$ cat src/rtl/coreabc_iram_loader.sv
// coreabc_iram_loader: streams boot words into the instruction RAM init port and raises INITDONE.
// Define IRAM_LOADER_CHECKSUM_EN to require a zero-sum trailer word (CHECK/FAIL states, live ERROR).
module coreabc_iram_loader #(
  parameter int INITWIDTH     = 12,
  parameter int INITDATAWIDTH = 9,
  parameter int NWORDS        = 1536
) (
  input  logic                     CLK,
  input  logic                     RSTN,
  input  logic                     START,
  input  logic [INITDATAWIDTH-1:0] S_DATA,
  input  logic                     S_VALID,
  output logic                     S_READY,
  output logic [INITWIDTH-1:0]     INITADDR,
  output logic [INITDATAWIDTH-1:0] INITDATA,
  output logic                     INITDATVAL,
  output logic                     INITDONE,
  output logic                     BUSY,
  output logic                     ERROR
);
`ifdef IRAM_LOADER_CHECKSUM_EN
  typedef enum logic [2:0] {IDLE, LOAD, CHECK, DONE, FAIL} state_t;
`else
  typedef enum logic [1:0] {IDLE, LOAD, DONE} state_t;
`endif
  localparam logic [INITWIDTH-1:0] LAST = INITWIDTH'(NWORDS - 1);
  state_t                   r_state, w_next;
  logic [INITWIDTH-1:0]     r_cnt, r_addr;
  logic [INITDATAWIDTH-1:0] r_data;
  logic                     r_val, r_done, r_busy;
  logic                     w_acc, w_last, w_enter;
  assign w_acc   = S_VALID && (r_state == LOAD);
  assign w_last  = (r_cnt == LAST);
  assign w_enter = (w_next == LOAD) && (r_state != LOAD);
`ifdef IRAM_LOADER_CHECKSUM_EN
  logic [INITDATAWIDTH-1:0] r_sum, w_sum;
  logic                     r_err;
  assign w_sum   = r_sum + S_DATA;
  assign S_READY = (r_state == LOAD) || (r_state == CHECK);
  assign ERROR   = r_err;
`else
  assign S_READY = (r_state == LOAD);
  assign ERROR   = 1'b0;
`endif
  assign INITADDR   = r_addr;
  assign INITDATA   = r_data;
  assign INITDATVAL = r_val;
  assign INITDONE   = r_done;
  assign BUSY       = r_busy;
  always_comb begin
    w_next = r_state;
    case (r_state)
      IDLE: if (START) w_next = LOAD;
`ifdef IRAM_LOADER_CHECKSUM_EN
      LOAD:  if (w_acc && w_last) w_next = CHECK;
      CHECK: if (S_VALID) w_next = (w_sum == '0) ? DONE : FAIL;
      FAIL:  if (START) w_next = LOAD;
`else
      LOAD:  if (w_acc && w_last) w_next = DONE;
`endif
      DONE: if (START) w_next = LOAD;
      default: w_next = IDLE;
    endcase
  end
  always_ff @(posedge CLK or negedge RSTN) begin
    if (!RSTN) begin
      r_state <= IDLE;
      r_cnt   <= '0;
      r_addr  <= '0;
      r_data  <= '0;
      r_val   <= 1'b0;
      r_done  <= 1'b0;
      r_busy  <= 1'b0;
    end else begin
      r_state <= w_next;
      r_cnt   <= w_enter ? '0 : (w_acc && !w_last) ? r_cnt + 1'b1 : r_cnt;
      if (w_acc) begin
        r_addr <= r_cnt;
        r_data <= S_DATA;
      end
      r_val  <= w_acc;
      // Entering DONE straight from LOAD waits one cycle so the last strobe never overlaps INITDONE
      r_done <= (w_next == DONE) && (r_state != LOAD);
`ifdef IRAM_LOADER_CHECKSUM_EN
      r_busy <= (w_next == LOAD) || (w_next == CHECK);
`else
      r_busy <= (w_next == LOAD);
`endif
    end
  end
`ifdef IRAM_LOADER_CHECKSUM_EN
  always_ff @(posedge CLK or negedge RSTN) begin
    if (!RSTN) begin
      r_sum <= '0;
      r_err <= 1'b0;
    end else begin
      r_sum <= w_enter ? '0 : (S_VALID && S_READY) ? w_sum : r_sum;
      r_err <= (w_next == FAIL);
    end
  end
`endif
endmodule

$ cat config.mk
export PLATFORM = sky130hd
export DESIGN_NAME = coreabc_iram_loader
export DESIGN_NICKNAME = d
export VERILOG_FILES = /design/src/rtl/coreabc_iram_loader.sv
export SDC_FILE = /design/constraint.sdc
export NUM_CORES = 1
export LEC_CHECK = 0
export ABC_CLOCK_PERIOD_IN_PS = 1900
export CAP_MARGIN = 40
export CORE_MARGIN = 4
export CORE_UTILIZATION = 35
export DETAILED_ROUTE_END_ITERATION = 10
export GPL_TIMING_DRIVEN = 1
export PLACE_DENSITY = 0.66
export RECOVER_POWER = 25
export SYNTH_ARGS = -nofsm -noshare
export SYNTH_HDL_FRONTEND = slang
export SYNTH_SLANG_ARGS = --single-unit
export TNS_END_PERCENT = 20
$ cat constraint.sdc
create_clock -name CLK -period 1.9 [get_ports CLK]
set_input_delay 0.38 -clock CLK [delete_from_list [all_inputs] [get_ports CLK]]
set_output_delay 0.38 -clock CLK [all_outputs]
set_load 0.05 [all_outputs]
==> results.tsv <==
metric	value	unit
status	completed	
fin crit period	1.830	ns
Final Util	48.43	%
antenna-violating nets left	0	
worst r2r src	r_cnt[6]	
via-per-instance ratio	4.881	
FP Rows	24	
die area	5914	um2
CP required	1.52	ns
post-synthesis cell type count	37	
post-synthesis sequential area ratio	57.23	%
Synth Flop Type	dfrtp_1	
CP Max Fanout	2	
Max H-tree Level	2	
TritonCTS buffer count	5	
Layout area overhead	30.42	%
Final period util	96.31	%
# nets final	231	
flop2flop setup slack	0.27	ns
worst vdd ir	334.2	uV
kind of cell adding the most delay to the critical path	buffers and inverters	
synthesized area per cell	9.660	um2
Residual DRC	0	
Routed WL	3483	um
HP Class	in2async	
most common cell in the netlist	nand2_1	
Data arrival, critical path	1.45	ns
pwr dens	1009	nW/um2
share of cells above drive strength 1	17.05	%
RR Endpoint	r_cnt[11]	
slowest cell delay on critical path	0.81	ns
post-synth top area share	57.23	%
initial antenna violation count	0	
Synth area leaders	dfrtp_1, nand2_1, a21oi_1	
Mapped Area	1662	um2
first-pass GRT wire length	6272	um
CTS root buffer	clkbuf_8	
vias in the first global route	1313	
initial core utilization	37.14	%
Post CTS Setup Buffer Count	0	
Syn Nets	186	
RSZ-0062 raised after global routing	false	
DR WL/cell	12.95	um
Post-Syn Instances	172	
CTS tree	built	
yosys synthesis warning count	0	
Ant. Diodes	0	
Post-synth top cells	nand2_1, dfrtp_1, a21oi_1	
max cap viols	0	
Reg2Reg Depth	4	
CTS Hold Bufs	0	
vias	1313	
Critical path buffers and inverters	1	
PortBufs	37	
gr usage total	13.34	%
total grt overflow	0	
largest net degree at the start of global routing	39	
Final setup violation count	0	
GP Congestion	0.8426	
number of DRC markers in iteration 0	47	
Worst slew margin	38.75	%
Max Root-Sink Buffers	2	
# IOs	39	
CTS sink count	38	
Layout Skew	0.004341	ns
Yosys reg bits	38	
core area	4474	um2
Max Fclk	546.5	MHz
CP endpoint kind	output port	
PostCTS Resize Cnt	0	
Yosys top cell by area	dfrtp_1	
Clk pin slew, worst setup/hold paths	0.07	ns
standby leakage power	1.056	nW
Critical Setup Path Class	reg2out	
EDFF count, synth	0	
slowest stage cell on the critical path	clkdlybuf4s50_1	
Worst-Margin Slew	0.9188	ns
CP Cell Sequence	clkdlybuf4s50_1	
die width	76.90	um
asr flop ratio synth	100.0	%
post-route cell area	2167	um2
die height	76.90	um
DP Area	2091	um2
First-pass DRT Iterations	4	
hpwl dp	2439	um
crit start category	flip-flop	
Max Transition Viols Final	0	
Final Hold Viols	0	
Clock Latency Late Sink	0.29	ns
[worst register-to-register path: stages (launching register included)]
cell     delay [ns]
dfrtp_1        0.45
and4_4         0.24
and3_4         0.20
or4_1          0.51
a21oi_1        0.15
[flip-flops by register name, summed over array words and instances, names as in the netlist]
| name | cells |
|---|---|
| INITDATA | 9 |
| r_state | 2 |
| INITDATVAL | 1 |
| BUSY | 1 |
| r_cnt | 12 |
| INITADDR | 12 |
| INITDONE | 1 |
[worst max-delay path by stage]
stage,start,end,slack [ns],depth (start not counted)
floorplan,r_cnt[0],r_cnt[11],0.23,5
global placement,S_VALID,r_cnt[11],-0.00003,6
detailed placement,S_VALID,r_cnt[11],-0.03,6
CTS,INITADDR[4],INITADDR[4],0.06,1
global route,INITADDR[4],INITADDR[4],0.01,1
finish,INITADDR[4],INITADDR[4],0.07,1
[power by group]
part / internal [mW] / switching, mW
combinational: 0.229 / 0.445
clock: 0.246 / 0.271
sequential: 0.918 / 0.0766
total: 1.39 / 0.792
[stage by stage]
stage	power [mW]	hold slack (ns)	std cells	worst slack (ns)	setup TNS, ns
global placement	1.685	0.4569	262	-0.00002620	-0.00002620
finish	2.186	0.2987	269	0.07018	0
detailed placement	1.692	0.4594	262	-0.02763	-0.02763
floorplan	1.428	0.08441	172	0.2279	0
CTS	2.221	0.1406	269	0.05646	0
global route	2.309	0.3896	269	0.01445	0
[logic make-up (layout without fill, tap and decap cells)]
logic type	count (synthesis)	in the layout	share of synthesized area (%)
adder cells (fa/ha/maj)	1	1	0.7529
AO/OA/AOI/OAI	24	24	8.961
other	1	1	0.2257
buffers and inverters	10	55	3.615
AND/OR/NAND/NOR	98	98	29.22
flip-flops	38	38	57.23
[cells in the final DEF, fill, tap and decap left out, types with 2 or more instances in the layout]
| master | netlist | routed |
|---|---|---|
| inv_1 | 2 | 2 |
| nand3_1 | 5 | 5 |
| nor3_1 | 2 | 2 |
| nand2_1 | 66 | 66 |
| dfrtp_1 | 38 | 38 |
| a21o_1 | 2 | 2 |
| a21oi_1 | 8 | 8 |
| clkbuf_8 | 0 | 5 |
| nor2b_1 | 2 | 2 |
| or4_1 | 3 | 3 |
| nor2_1 | 3 | 3 |
| nand2b_1 | 2 | 2 |
| and3_2 | 2 | 2 |
| or3_1 | 3 | 3 |
| buf_4 | 1 | 17 |
| o21ai_0 | 7 | 7 |
| o31ai_1 | 2 | 2 |
| clkdlybuf4s50_1 | 0 | 25 |
| clkinv_2 | 0 | 2 |
[metal layers]
| layer | vias up | wire length, um | GRT usage (%) |
|---|---|---|---|
| li1 | 664 | - | - |
| met5 | - | 0 | 0 |
| met2 | 37 | 1540 | 20.30 |
| met3 | 7 | 266 | 5.504 |
| met1 | 605 | 1606 | 16.52 |
| met4 | 0 | 69 | 5.978 |
[area by class of cell]
class / count / area, um2
fillers: 428 / 2307
multi-input cells: 124 / 650.6
clock inverters: 2 / 10.01
inverters: 3 / 13.76
flip-flops and latches: 38 / 950.9
well taps: 52 / 65.06
repair buffers: 45 / 407.9
clock buffers: 5 / 68.82
Note: power is estimated with default switching activity, not from simulation.
